--- src/rtl/global_avg_pool_pkg.sv ---
// Shared definitions for the classifier's global-average-pool stage.
// The state encodings are also used by max_layer.
package global_avg_pool_pkg;

  localparam int DEF_BIT_SIZE    = 8;
  localparam int DEF_NUM_CLASSES = 10;

  typedef enum logic [1:0] {
    S_IDLE   = 2'd0,
    S_ACCUM  = 2'd1,
    S_OUTPUT = 2'd2
  } gap_state_t;

  // The accumulator needs enough headroom that a full frame of maximum scores never wraps.
  function automatic int acc_width(input int bit_size, input int pool_size);
    return bit_size + $clog2(pool_size);
  endfunction

endpackage

--- src/rtl/global_avg_pool_gap_lane.sv ---
// One class lane: accumulate a frame of scores, then round-shift and saturate
// the final sum into the registered lane output.
module gap_lane
  import global_avg_pool_pkg::*;
#(
  parameter int BIT_SIZE  = DEF_BIT_SIZE,
  parameter int POOL_SIZE = 36,
  parameter int SHIFT     = 5
) (
  input  logic                clk,
  input  logic                rst,
  input  logic                load,
  input  logic                add,
  input  logic                fin,
  input  logic [BIT_SIZE-1:0] din,
  output logic [BIT_SIZE-1:0] dout
);

  localparam int ACC_W = acc_width(BIT_SIZE, POOL_SIZE);
  // Half of the divisor; evaluates to 0 when SHIFT is 0, so avg() degenerates to a plain pass-through.
  localparam int RND_I = (2 ** SHIFT) / 2;
  localparam logic [ACC_W:0] RND  = (ACC_W + 1)'(RND_I);
  localparam logic [ACC_W:0] MAXV = (ACC_W + 1)'((2 ** BIT_SIZE) - 1);

  logic [ACC_W-1:0] acc;
  logic [ACC_W-1:0] sum_nxt;

  function automatic logic [ACC_W:0] avg(input logic [ACC_W-1:0] s);
    logic [ACC_W:0] r;
    r = {1'b0, s} + RND;
    return r >> SHIFT;
  endfunction

  function automatic logic [BIT_SIZE-1:0] sat(input logic [ACC_W:0] x);
    return (x > MAXV) ? {BIT_SIZE{1'b1}} : x[BIT_SIZE-1:0];
  endfunction

  // The final beat is folded in here, so the result does not wait a cycle for acc to update.
  always_comb begin
    sum_nxt = load ? ACC_W'(din) : acc + ACC_W'(din);
  end

  always_ff @(posedge clk) begin
    if (rst) begin
      acc  <= '0;
      dout <= '0;
    end else begin
      if (load || add) acc <= sum_nxt;
      if (fin)         dout <= sat(avg(sum_nxt));
    end
  end

endmodule

--- src/rtl/global_avg_pool.sv ---
// Global average pool: averages POOL_SIZE beats per class and hands the
// packed score vector to max_layer with a valid/ready handshake.
module global_avg_pool
  import global_avg_pool_pkg::*;
#(
  parameter int BIT_SIZE    = DEF_BIT_SIZE,
  parameter int NUM_CLASSES = DEF_NUM_CLASSES,
  parameter int POOL_SIZE   = 36,
  parameter int SHIFT       = 5
) (
  input  logic                            clk,
  input  logic                            rst,
  input  logic [BIT_SIZE*NUM_CLASSES-1:0] in,
  input  logic                            in_valid,
  output logic                            in_ready,
  output logic [BIT_SIZE*NUM_CLASSES-1:0] out,
  output logic                            out_valid,
  input  logic                            out_ready
);

  localparam int CNT_W = $clog2(POOL_SIZE + 1);
  localparam logic [CNT_W-1:0] LAST_CNT = CNT_W'(POOL_SIZE - 1);

  gap_state_t       state;
  gap_state_t       state_nxt;
  logic [CNT_W-1:0] beat_cnt;
  logic             accept;
  logic             last_beat;
  logic             lane_load;
  logic             lane_add;
  logic             lane_fin;

  assign accept = in_valid && in_ready;

  // A single-beat frame completes straight from IDLE.
  always_comb begin
    last_beat = (state == S_IDLE) ? 1'(POOL_SIZE == 1) : (beat_cnt == LAST_CNT);
  end

  always_ff @(posedge clk) begin
    if (rst) state <= S_IDLE;
    else     state <= state_nxt;
  end

  always_comb begin
    state_nxt = state;
    case (state)
      S_IDLE:   if (accept) state_nxt = last_beat ? S_OUTPUT : S_ACCUM;
      S_ACCUM:  if (accept && last_beat) state_nxt = S_OUTPUT;
      S_OUTPUT: if (out_ready) state_nxt = S_IDLE;
      default:  state_nxt = S_IDLE;
    endcase
  end

  always_comb begin
    in_ready  = (state != S_OUTPUT);
    out_valid = (state == S_OUTPUT);
    lane_load = accept && (state == S_IDLE);
    lane_add  = accept && (state == S_ACCUM);
    lane_fin  = accept && last_beat;
  end

  always_ff @(posedge clk) begin
    if (rst)         beat_cnt <= '0;
    else if (accept) beat_cnt <= last_beat ? '0 : beat_cnt + 1'b1;
  end

  // Class 0 sits in the most significant slice of both in and out.
  for (genvar c = 0; c < NUM_CLASSES; c++) begin : g_lane
    gap_lane #(
      .BIT_SIZE (BIT_SIZE),
      .POOL_SIZE(POOL_SIZE),
      .SHIFT    (SHIFT)
    ) u_lane (
      .clk (clk),
      .rst (rst),
      .load(lane_load),
      .add (lane_add),
      .fin (lane_fin),
      .din (in[(NUM_CLASSES-1-c)*BIT_SIZE +: BIT_SIZE]),
      .dout(out[(NUM_CLASSES-1-c)*BIT_SIZE +: BIT_SIZE])
    );
  end

endmodule
--- config.mk ---
export PLATFORM = sky130hd
export DESIGN_NAME = global_avg_pool
export DESIGN_NICKNAME = d
export VERILOG_FILES = /design/src/rtl/global_avg_pool_pkg.sv /design/src/rtl/global_avg_pool_gap_lane.sv /design/src/rtl/global_avg_pool.sv
export SDC_FILE = /design/constraint.sdc
export NUM_CORES = 1
export LEC_CHECK = 0
export BUFFER_PORTS_ARGS = -buffer_cell sky130_fd_sc_hd__clkbuf_2
export CAP_MARGIN = 20
export CORE_ASPECT_RATIO = 1.75
export CORE_UTILIZATION = 43
export CTS_CLUSTER_SIZE = 16
export DETAILED_ROUTE_END_ITERATION = 10
export GPL_ROUTABILITY_DRIVEN = 0
export GPL_TIMING_DRIVEN = 0
export HOLD_SLACK_MARGIN = 0.03
export PLACE_DENSITY_LB_ADDON = 0.08
export SLEW_MARGIN = 20
export SYNTH_ARGS = -nofsm -noshare
export SYNTH_HDL_FRONTEND = slang
export SYNTH_SLANG_ARGS = --single-unit
--- constraint.sdc ---
create_clock -name clk -period 6.6 [get_ports clk]
set_clock_uncertainty 0.2 [all_clocks]
set_input_delay 1.65 -clock clk [delete_from_list [all_inputs] [get_ports clk]]
set_output_delay 1.65 -clock clk [all_outputs]
set_load 0.01 [all_outputs]
==> results of run 1 <==
cell usage in the layout, fill, tap and decap left out, types with 57 or more instances in the layout:
master / n
ha_1: 91
clkbuf_1: 84
a211oi_1: 127
a21oi_1: 158
nor2_1: 271
o21ai_0: 62
inv_1: 57
xnor2_1: 74
dfxtp_1: 228
nand2_1: 202
clkbuf_2: 165
how the worst max path moves through the flow:
stage | start | end | slack [ns] | cells after the start
final | in_valid | g_lane[0].u_lane.dout[0]$_SDFFE_PP0P_ | -0.02 | 14
after floorplan | in_valid | g_lane[0].u_lane.dout[0]$_SDFFE_PP0P_ | 1.73 | 14
after global placement | in_valid | g_lane[0].u_lane.dout[0]$_SDFFE_PP0P_ | -0.56 | 14
after global routing | in_valid | g_lane[0].u_lane.dout[0]$_SDFFE_PP0P_ | 0.05 | 14
after CTS | in_valid | g_lane[0].u_lane.dout[0]$_SDFFE_PP0P_ | 0.22 | 14
after detailed placement | in_valid | g_lane[0].u_lane.dout[0]$_SDFFE_PP0P_ | -0.61 | 14
layout make-up:
class                      instances  area (µm²)
multi-input combinational       1661       10910
clock inverter                    17       296.5
inverter                          58       217.7
sequential                       228        4564
buffer                           116       488.0
tap                              475       594.3
timing repair buffer             163       815.8
clock buffer                      26       629.4
fill                            3672       18370
where the power goes:
group | internal [W] | switching (W)
registers | 0.00142 | 0.0000301
clock network | 0.00100 | 0.000650
logic | 0.000397 | 0.000714
total | 0.00283 | 0.00139
worst min-delay path, cell delays in order, from the launching register on:
cell,delay [ns]
dfxtp_1,0.31
nand2_1,0.05
a21oi_1,0.05
state kept, by name, summed over array words and instances, names as in the netlist:
signal              flops
g_lane.u_lane.acc     140
g_lane.u_lane.dout     80
beat_cnt                6
state                   2
logic make-up after synthesis:
group | count (synthesis)
compound gates | 579
simple gates | 794
xor+xnor | 125
mux | 62
buf+inv | 174
flops | 228
fa+ha+maj | 101
metal layers:
layer / global-route usage, % / share of wire, % / vias up
met5: 0 / 0 / -
met4: 21.53 / 7.1 / 0
met3: 4.225 / 6.2 / 216
met2: 58.40 / 50 / 650
met1: 33.63 / 36 / 7862
li1: - / - / 7900
stage by stage:
step                      hold slack, ns  util [%]
after detailed placement          0.2476     47.67
after global routing              0.2890     50.20
after global placement            0.2394     47.65
after CTS                         0.2570     50.20
after floorplan                   0.2319         -
final                             0.2586     50.20
==> metrics.md, run 1 <==
| Metric | Value |
|---|---|
| Placed insts | `around 2,700` |
| Wirelength per Cell | `between 20 and 25 µm` |
| Worst hold start | `g_lane[4].u_lane.acc[12]$_SDFFE_PP0P_` |
| Die extent in x | `between 100 and 150 µm` |
| Clock Tree Buf Depth | `3` |
| Synthesis-to-layout area growth | `14.52%` |
| Post-synth top area share | `about 28%` |
| Post-Synth XOR/XNOR Area | `6.771%` |
| Total track usage | `a little under a third` |
| Number of flops mapped to enable cells by yosys | `0` |
| Drt first pass iters | `8` |
| Worst hold endpoint | `g_lane[4].u_lane.acc[12]$_SDFFE_PP0P_` |
| TritonCTS clock tree | `done` |
| Post-CTS setup buffers | `0` |
| First-pass GRT wire length | `between 90 and 100 mm` |
| Crit path capture type | `register` |
| Detail Route Antenna Nets | `0` |
| Final #Nets | `roughly 2,400` |
| Synth top area cells | `dfxtp_1 28%, ha_1 7.0%, nor2_1 6.3%` |
| Top_reg_cell synth | `dfxtp_1` |
| Number of global-route vias before repair | `roughly 16,000` |
| Fmax | `151.1 MHz` |
| WHS Path Cells | `2` |
| Req. time, crit path | `~6.9 ns` |
| Grt total ovfl | `0` |
| N_diodes | `0` |
| Synth unique cells | `between 90 and 100` |
| HPWL Detailed | `about 46 mm` |
| Initial antenna violation count | `1` |
| Worst Setup Path Type | `primary input to register` |
| Hold Crit Class | `register to register` |
| Crit path DAT | `a little under 7 ns` |
| Rel. slew slack | `between 10% and 20%` |
| Overall power | `between 0.004 and 0.005 W` |
| Commonest cells post-synth | `271 x nor2_1, 228 x dfxtp_1, 202 x nand2_1, 158 x a21oi_1, 127 x a211oi_1` |
| R2r worst-path depth | `13` |
| Post-route non-filler standard cell count | `~2,700` |
| H-tree depth | `1` |
| Synthesized flop and latch total | `between 200 and 250` |
| Post-cts resize count | `1` |
| Sequential-to-total area share from yosys stat | `28.23%` |
| Starting DRT DRC Count | `950` |
| Adder-cell share of the synthesized area | `around 8.3%` |
| Die height | `around 260 µm` |
| Worst path top cell family by delay | `buffers and inverters` |
| Period utilization | `100.2%` |
| Leakage power | `7.243 nW` |
| Worst Slack Setup Final | `-0.01606 ns` |
| Min Tclk post-route | `between 6 and 7 ns` |
| CP max FO | `10` |
| Total of max-cap violations | `0` |
| Synth Instances | `just over 2,000` |
| Pre-CTS setup slack | `-0.6050 ns` |
| Synth Area in Simple Gates | `about a quarter` |
| Setup TNS | `-0.01606 ns` |
| Top-count cell post-synth | `nor2_1` |
| Port bufs | `163` |
| # IOs | `~170` |
| Die ar. | `roughly 0.038 mm²` |
| Most frequent CP cell | `buf_2` |
| Vias after detailed routing | `between 15,000 and 20,000` |
| Crit Reg-Reg Startpoint | `state[1]$_SDFFE_PP0P_` |
| Worst path cell trace | `buf_4, nor3b_4, buf_4, buf_2, buf_2, buf_2, buf_1, o21a_1, ha_1, nand2_1, a211o_1, nor3_1, o31ai_4, a211oi_1` |
| Largest family of logic cells by synthesized area | `compound AO/OA/AOI/OAI gates` |
| Largest net degree at the start of global routing | `15` |
| CTS Root Cell | `clkbuf_16` |
| Mux contribution to synthesized area | `roughly 4%` |
| Reg2reg setup slack | `roughly 0.80 ns` |
| Pins Over Slew Limit | `0` |
| Initial core utilization | `roughly 44%` |
| Setup violators final | `1` |
| Hold_buf cts | `0` |
| Final Hold Vio Count | `0` |
| Synthesized area per cell | `between 7 and 8 µm²` |
| Startpoint types | `primary input` |
| YS warnings | `0` |
| Wirelength, routed | `approximately 62 mm` |
| Via/cell ratio | `roughly 6.1` |
| Reg2reg end | `g_lane[0].u_lane.dout[0]$_SDFFE_PP0P_` |
| # DRC | `1` |
| PwrDens | `approximately 230 mW/mm²` |
| Total CTS buffers | `25` |
| Layout cells sized above 1 | `between 10% and 20%` |
| Placed cell areas | `~0.018 mm²` |
| Clock transition at path regs | `0.07 ns` |
| Total core area | `about 0.037 mm²` |
| CP max stage delay | `0.83 ns` |
| Status | `finished with violations` |
| Peak supply drop | `0.0001865 V` |
| Post-synthesis compound-gate area fraction | `roughly a quarter` |
| RSZ-0062 raised after global routing | `no` |
| Asr flop ratio synth | `0%` |
| Leading area contributor after synthesis | `dfxtp_1` |
| CP max-delay cell | `buf_1` |
| CP Buf/Inv Count | `6` |
| Placement Rows | `slightly above 90` |
| Syn Nets | `roughly 2,200` |
| Worst Tran Pin Value | `approximately 1.2 ns` |
| Synthesized area | `between 0.015 and 0.02 mm²` |
| Clock tree sinks | `228` |
| Finished Cell Area | `0.01852 mm²` |
| Clock Latency Late Sink | `~0.56 ns` |
| Failing checks | `DRC, setup timing` |
No activity file was read; power rests on OpenSTA's default activity.
==> inputs of run 2 (changes only) <==
Clock period 6.6 ns to 5.5 ns, I/O delays scaled along.
==> metrics.md, run 2 (same netlist as run 1, synthesis figures left out) <==
| Metric | Value |
|---|---|
| Status | `completed` |
| Fmax | `about 190 MHz` |
| Largest net degree at the start of global routing | `20` |
| Worst path cell trace | `buf_4, nor3b_4, buf_4, buf_2, buf_2, buf_2, o21a_1, ha_1, nand2_1, a211o_1, nor3_1, o31ai_4, a211oi_1` |
| Total of max-cap violations | `0` |
| Max FFs per register | `140` |
| Clock Tree Buf Depth | `3` |
| Placed cell areas | `about 0.018 mm²` |
| TritonCTS clock tree | `done` |
| Clock transition at path regs | `around 0.07 ns` |
| # IOs | `between 150 and 200` |
| Setup violators final | `0` |
| Die ar. | `~0.038 mm²` |
| Setup TNS | `0 ns` |
| Grt total ovfl | `0` |
| Number of global-route vias before repair | `between 15,000 and 20,000` |
| Hold_buf cts | `0` |
| Die extent in x | `~150 µm` |
| Layout cells sized above 1 | `between 10% and 20%` |
| Vias after detailed routing | `roughly 17,000` |
| Pins Over Slew Limit | `0` |
| Clk pwr share | `slightly below 40%` |
| Clock Latency Late Sink | `about 0.56 ns` |
| H-tree depth | `1` |
| Pint | `~0.0034 W` |
| Leakage power | `roughly 7.3 nW` |
| Multi-input gate area | `between 0.01 and 0.015 mm²` |
| Most frequent CP cell | `buf_2` |
| Register share of total power | `between 30% and 40%` |
| Final #Nets | `~2,400` |
| Finished Cell Area | `~0.019 mm²` |
| Req. time, crit path | `between 5 and 6 ns` |
| Startpoint types | `primary input` |
| N_diodes | `0` |
| Wirelength, routed | `62.09 mm` |
| Initial core utilization | `approximately 44%` |
| Total CTS buffers | `25` |
| P_sw | `0.001668 W` |
| Worst Tran Pin Value | `~1.3 ns` |
| Period utilization | `between 90% and 100%` |
| Peak supply drop | `~0.00022 V` |
| Hold Crit Class | `register to register` |
| RSZ-0062 raised after global routing | `no` |
| Worst Setup Path Type | `primary input to register` |
| CP max-delay cell | `buf_2` |
| Starting DRT DRC Count | `a little over 1,000` |
| Switching Fraction | `between 30% and 40%` |
| Most common cell after layout, fill and taps aside | `nor2_1` |
| Largest reg by FF count | `g_lane.u_lane.acc` |
| Initial antenna violation count | `1` |
| Drt first pass iters | `5` |
| Crit path DAT | `~5.5 ns` |
| Port bufs | `163` |
| Most frequent cells in the layout | `271 x nor2_1, 228 x dfxtp_1, 202 x nand2_1` |
| Comb power frac | `a little over a quarter` |
| Register area | `0.004564 mm²` |
| Synthesis-to-layout area growth | `14.59%` |
| FILL cells | `between 3,000 and 4,000` |
| CP max FO | `19` |
| # DRC | `0` |
| First-pass GRT wire length | `92.43 mm` |
| Overall power | `0.005060 W` |
| Min Tclk post-route | `5.203 ns` |
| CTS Root Cell | `clkbuf_16` |
| PwrDens | `~270 mW/mm²` |
| HPWL Detailed | `46.36 mm` |
| Detail Route Antenna Nets | `0` |
| Die height | `258.5 µm` |
| Final Hold Vio Count | `0` |
| Wirelength per Cell | `about 23 µm` |
| Total core area | `between 0.03 and 0.04 mm²` |
| Crit path capture type | `register` |
| Placement Rows | `93` |
| Total track usage | `a little under a third` |
| Registers with the most flip-flops | `g_lane.u_lane.acc x140, g_lane.u_lane.dout x80, beat_cnt x6` |
| Hold slack final | `0.2608 ns` |
| CP max stage delay | `0.57 ns` |
| Rel. slew slack | `about 16%` |
| Via/cell ratio | `between 6 and 7` |
| Clock tree sinks | `228` |
-- run 2: cell types whose count changed in the layout (fill, tap and decap cells not counted), sizes merged --
cell and change:
buf +1
-- run 2: final timing paths --
path | from | endpoint | cells after the start | slack, ns
max | in_valid | g_lane[0].u_lane.dout[0]$_SDFFE_PP0P_ | 13 | 0.30
min | g_lane[4].u_lane.acc[12]$_SDFFE_PP0P_ | g_lane[4].u_lane.acc[12]$_SDFFE_PP0P_ | 2 | 0.26
max reg2reg | state[1]$_SDFFE_PP0P_ | g_lane[0].u_lane.dout[0]$_SDFFE_PP0P_ | 12 | 0.83
min reg2reg | g_lane[4].u_lane.acc[12]$_SDFFE_PP0P_ | g_lane[4].u_lane.acc[12]$_SDFFE_PP0P_ | 2 | 0.26
-- run 2: power by group through the flow --
stage	combinational, W	clock [W]	sequential [W]
after floorplan	0.000919	0	0.00177
after global routing	0.00145	0.00206	0.00175
after CTS	0.00132	0.00200	0.00175
after global placement	0.00129	0	0.00178
final	0.00133	0.00198	0.00175
after detailed placement	0.00131	0	0.00178
-- run 2: cell type report --
cell class              count  area share (%)
clock buffers              26           3.397
plain buffers             115           2.614
flip-flops and latches    228           24.64
repair buffers            165           4.484
inverters                  58           1.175
multi-input cells        1661           58.88
clock inverters            17           1.601
well taps                 475           3.208
-- run 2: metal layers --
metal	GRT usage, %	routed length [µm]	vias to the layer above
li1	-	-	7895
met1	33.53	22690	7861
met2	58.54	31370	616
met3	4.173	3788	194
met4	21.02	4244	0
met5	0	0	-
-- run 2: worst max-delay path: cells and delay by family --
kind / cells / cell delay [ns]
buf+inv: 5 / 1.97
compound gates: 4 / 1.08
simple gates: 3 / 0.83
fa+ha+maj: 1 / 0.19
-- run 2: repair_timing --
item	in CTS	in global routing
buffers inserted	0	2
endpoints found under the setup margin	16	8
resized for setup	1	0
-- run 2: stage by stage --
stage / utilization, % / worst slack [ns] / cells
floorplan: - / 0.9027 / 2063
global placement: 47.65 / -1.381 / 2701
detailed placement: 47.67 / -1.430 / 2701
CTS: 50.18 / 0.005181 / 2743
global route: 50.23 / 0.3010 / 2745
finish: 50.23 / 0.2966 / 2745
